<file path="config.mk">
export PLATFORM = sky130hd
export DESIGN_NAME = stage_sequencer
export DESIGN_NICKNAME = d
export VERILOG_FILES = /design/src/rtl/stage_sequencer.sv
export SDC_FILE = /design/constraint.sdc
export NUM_CORES = 1
export LEC_CHECK = 0
export ABC_AREA = 1
export CAP_MARGIN = 20
export CORE_ASPECT_RATIO = 1.25
export CORE_MARGIN = 5
export CORE_UTILIZATION = 48
export CTS_CLUSTER_SIZE = 28
export DETAILED_ROUTE_END_ITERATION = 10
export GPL_TIMING_DRIVEN = 0
export PLACE_DENSITY_LB_ADDON = 0.05
export SLEW_MARGIN = 20
export SYNTH_ARGS = -nofsm -noshare
export SYNTH_HDL_FRONTEND = slang
export SYNTH_SLANG_ARGS = --single-unit
</file>
<file path="constraint.sdc">
create_clock -name CLOCK_50 -period 3.1 [get_ports CLOCK_50]
set_clock_uncertainty 0.15 [all_clocks]
set_input_delay 0.62 -clock CLOCK_50 [delete_from_list [all_inputs] [get_ports CLOCK_50]]
set_output_delay 0.62 -clock CLOCK_50 [all_outputs]
set_load 0.05 [all_outputs]
</file>
<file path="src/rtl/stage_sequencer.sv">
// Run-level sequencer: walks NUM_STAGES datapath stages over start/done handshakes,
// bracketed by a host rdy/done handshake, with a per-stage watchdog and a run counter.
module stage_sequencer #(
  parameter int unsigned NUM_STAGES     = 4,
  parameter int unsigned TIMEOUT_CYCLES = 50_000_000,
  parameter int unsigned STEP_W         = 12
) (
  input  logic                  CLOCK_50,
  input  logic                  RESET_N,
  input  logic                  rdy,
  input  logic                  abort,
  input  logic [NUM_STAGES-1:0] stage_done,
  output logic [NUM_STAGES-1:0] stage_start,
  output logic                  done,
  output logic                  timeout_err,
  output logic                  busy,
  output logic [3:0]            state,
  output logic [3:0]            stage_idx,
  output logic [STEP_W-1:0]     step_count
);

  localparam int unsigned       TimerW    = (TIMEOUT_CYCLES > 1) ? $clog2(TIMEOUT_CYCLES) : 1;
  localparam logic [TimerW-1:0] TimerLast = TimerW'(TIMEOUT_CYCLES - 1);
  localparam logic [3:0]        LastIdx   = 4'(NUM_STAGES - 1);

  typedef enum logic [3:0] {
    StIdle   = 4'd0,
    StLaunch = 4'd1,
    StWait   = 4'd2,
    StDone   = 4'd3,
    StError  = 4'd4
  } state_e;

  state_e              state_q, state_d;
  logic [3:0]          stage_idx_q, stage_idx_d;
  logic [TimerW-1:0]   timer_q, timer_d;
  logic [STEP_W-1:0]   step_q, step_d;
  logic                cur_done;

  // Only the done bit of the stage currently in flight is observed.
  always_comb begin
    cur_done = 1'b0;
    for (int i = 0; i < int'(NUM_STAGES); i++) begin
      cur_done = cur_done | (stage_done[i] & (stage_idx_q == 4'(i)));
    end
  end

  always_ff @(posedge CLOCK_50) begin
    if (!RESET_N) begin
      state_q     <= StIdle;
      stage_idx_q <= 4'd0;
      timer_q     <= '0;
      step_q      <= '0;
    end else begin
      state_q     <= state_d;
      stage_idx_q <= stage_idx_d;
      timer_q     <= timer_d;
      step_q      <= step_d;
    end
  end

  always_comb begin
    state_d     = state_q;
    stage_idx_d = stage_idx_q;
    timer_d     = timer_q;
    step_d      = step_q;
    case (state_q)
      StIdle: begin
        if (rdy && !abort) begin
          stage_idx_d = 4'd0;
          state_d     = StLaunch;
        end
      end
      StLaunch: begin
        timer_d = '0;
        if (abort) begin
          stage_idx_d = 4'd0;
          state_d     = StIdle;
        end else begin
          state_d = StWait;
        end
      end
      StWait: begin
        timer_d = timer_q + 1'b1;
        // Priority: abort, then stage completion, then watchdog expiry.
        if (abort) begin
          stage_idx_d = 4'd0;
          state_d     = StIdle;
        end else if (cur_done) begin
          if (stage_idx_q == LastIdx) begin
            step_d  = step_q + 1'b1;
            state_d = StDone;
          end else begin
            stage_idx_d = stage_idx_q + 4'd1;
            state_d     = StLaunch;
          end
        end else if (timer_q == TimerLast) begin
          state_d = StError;
        end
      end
      StDone, StError: begin
        if (!rdy) begin
          state_d = StIdle;
        end
      end
      default: state_d = StIdle;
    endcase
  end

  always_comb begin
    stage_start = '0;
    for (int i = 0; i < int'(NUM_STAGES); i++) begin
      stage_start[i] = (state_q == StLaunch) && (stage_idx_q == 4'(i));
    end
  end

  assign done        = (state_q == StDone);
  assign timeout_err = (state_q == StError);
  assign busy        = (state_q == StLaunch) || (state_q == StWait);
  assign state       = state_q;
  assign stage_idx   = stage_idx_q;
  assign step_count  = step_q;

endmodule
</file>
==> results.tsv, run 1 <==
metric	value	unit
CP max stage delay	850	ps
Net Sw Frac	41.4	%
Final min period	2820	ps
WP data required	2330	ps
TritonCTS clock tree	built	
Worst-Margin Slew	574	ps
P_leak	1.20	nW
worst skew pair latency	300	ps
IO Pins	35	
Adder-Cell Fraction of Synth Area	2.74	%
post-synth cell types	39	
antenna viol nets, final	0	
sw power	0.813	mW
RSZ-0062 raised after global routing	no	
H-tree Lvls	2	
Cell Chain, Critical Path	inv_2 > nand3_2 > nand2_2 > clkdlybuf4s50_1	
# resized after CTS	0	
clock sinks	45	
critical path arrival	2050	ps
Starting Density	50.0	%
PortBufs	33	
Placer Congestion	0.970	
core box area	5480	um^2
Slew Limit Fails	0	
TritonRoute pass-1 iters	4	
Cell Area, Synth	2740	um^2
worst hold margin	338	ps
Worst Hold Class	reg2reg	
Yosys reg bits	45	
root buffer cell	clkbuf_8	
syn nets	444	
Vias	2832	
Reg area	901	um^2
largest net degree at the start of global routing	16	
die height	94.5	um
Fin. Hold Viols	0	
vias in the first global route	2688	
fillers	560	
Compound-Gate Fraction of Synth Area	14.4	%
Fin Setup TNS	0	ps
Clk pwr share	27.4	%
commonest cells after routing, fill and taps aside	107 x nand2_1, 56 x nor2_1, 50 x inv_1	
Highest Clock Rate	354	MHz
Post-synth EDFFs	0	
Routed Wire Length	7070	um
main combinational cell family by area after synthesis	simple AND/OR/NAND/NOR gates	
Die Width	77.6	um
drt wl/cell	13.2	um
Flop pwr share	32.5	%
Critical Path End Type	output pin	
share of layout cells above drive strength 1	6.58	%
first-pass GRT wire length	12000	um
initial antenna violation count	0	
Worst slew margin	61.7	%
Congestion Overflow GR	0	
area share of and/or/nand/nor cells after synthesis	38.9	%
Mean Syn Cell Area	6.38	um^2
Post-synth ARST share	0	%
total CTS buffers	5	
status	finished clean	
Final Cycle Share	91.0	%
Multi-input gate area	1580	um^2
Setup violations, final	0	
Combinational Power Share	40.1	%
fin nets	484	
Pint	1.15	mW
slowest CP cell	clkdlybuf4s50_1	
post-DP HPWL	5360	um
Max-cap violations	0	
ANT cells	0	
synthesis warning total	0	
critical path class	reg2out	
top_reg_cell synth	dfxtp_1	
Synth Instances	430	
Global Route Usage Sum	20.3	%
XOR/XNOR Fraction of Synth Area	1.60	%
Clock transition at path regs	90	ps
Critical Path Start Type	register	
Longest Clk Path Bufs	2	
crit-path max FO	8	
final core occ	60.0	%
Residual DRC	0	
Hold-fix buffers, CTS	0	
most common cell after layout, fill and taps aside	nand2_1	
Setup Buffers After CTS	0	
DIE AREA	7330	um^2
VDD IR max	0.301	mV
DR iter-0 viols	180	
sequential share of the synthesized area	32.8	%
Cell Rows	30	
post-DR vias/cell	5.29	
Area Growth Syn to Fin	20.0	%
pwr dens	596	nW/um^2
post-synthesis mux area share	0	%
## synthesized netlist by cell type, types with 2 or more instances
master    count  share of area, %
inv_2         5              0.68
a22oi_1       2              0.55
nor2_2        2              0.46
o21ai_1       3              0.55
nand4_1       6               1.4
o21ai_0      19               3.5
nand2_1     107                15
a211oi_1      3              0.82
inv_1        50               6.8
nor3_1       11               2.0
nand3_1      39               7.1
xnor2_1       3              0.96
ha_1          6               2.7
buf_2         2              0.36
nor2_1       56               7.7
nand3_2       4               1.5
a31oi_1       2              0.46
a21oi_1      36               6.6
xor2_1        2              0.64
o21a_1        2              0.55
clkbuf_1      5              0.68
nor2_4        4               1.6
dfxtp_1      45                33
## metal layers
layer | global-route usage [%] | wire length, um | vias to the layer above
met5 | 0 | 0 | -
li1 | - | - | 1475
met2 | 37.7 | 3690 | 71
met3 | 3.91 | 335 | 16
met1 | 21.6 | 2860 | 1270
met4 | 9.74 | 183 | 0
## power groups by stage
stage	Sequential, mW	Combinational [mW]	Clock (mW)
floorplan	0.715	0.479	0
CTS	0.638	0.788	0.554
global route	0.643	0.861	0.583
detailed placement	0.651	0.784	0
finish	0.638	0.786	0.538
global placement	0.651	0.782	0
## per-stage QoR
| stage | setup WS [ps] | area (um^2) | power, mW | instances |
|---|---|---|---|---|
| global route | 175 | 3290 | 2.09 | 535 |
| floorplan | 339 | 2740 | 1.19 | 430 |
| global placement | 615 | 3150 | 1.43 | 527 |
| finish | 278 | 3290 | 1.96 | 535 |
| CTS | 268 | 3290 | 1.98 | 535 |
| detailed placement | 598 | 3150 | 1.43 | 527 |
## sequential cells by signal, summed over array words and instances (netlist names)
signal	count
step_count	12
stage_idx	4
state	3
timer_q	26
## cell type report
type / instances / area share (%)
multi-input combinational: 320 / 48.1
sequential: 45 / 27.4
timing repair buffer: 33 / 10.0
inverter: 56 / 6.39
tap: 64 / 2.43
clock buffer: 5 / 2.09
clock inverter: 3 / 2.09
buffer: 9 / 1.44
## path summary, 6_finish.rpt
path / start / to / slack (ps) / depth (start not counted)
worst max-delay path: state[1] / busy / 280 / 4
worst min-delay path: timer_q[1] / timer_q[1] / 340 / 2
worst max register to register: state[0] / timer_q[11] / 1240 / 6
worst min register to register: timer_q[1] / timer_q[1] / 340 / 2
## logic make-up after synthesis
family	Yosys count
other	1
buffers and inverters	65
adder cells (fa/ha/maj)	6
AO/OA/AOI/OAI	72
AND/OR/NAND/NOR	236
flip-flops	45
XOR/XNOR	5
## worst max-delay path: cells and delay by family (launching register included)
| kind | cells | cell delay, ps |
|---|---|---|
| buffers and inverters | 2 | 970 |
| AND/OR/NAND/NOR | 2 | 400 |
| flip-flops | 1 | 370 |
No activity file was read; power rests on OpenSTA's default activity.
==> inputs of run 2 (changes only) <==
--- a/config.mk
+++ b/config.mk
@@ -6,6 +6,7 @@
 export NUM_CORES = 1
 export LEC_CHECK = 0
 export ABC_AREA = 1
+export ABC_CLOCK_PERIOD_IN_PS = 3100
 export CAP_MARGIN = 20
 export CORE_ASPECT_RATIO = 1.25
 export CORE_MARGIN = 5
==> results of run 2 <==
Same layout as run 1: the final DEF is identical, and so are final timing and power.
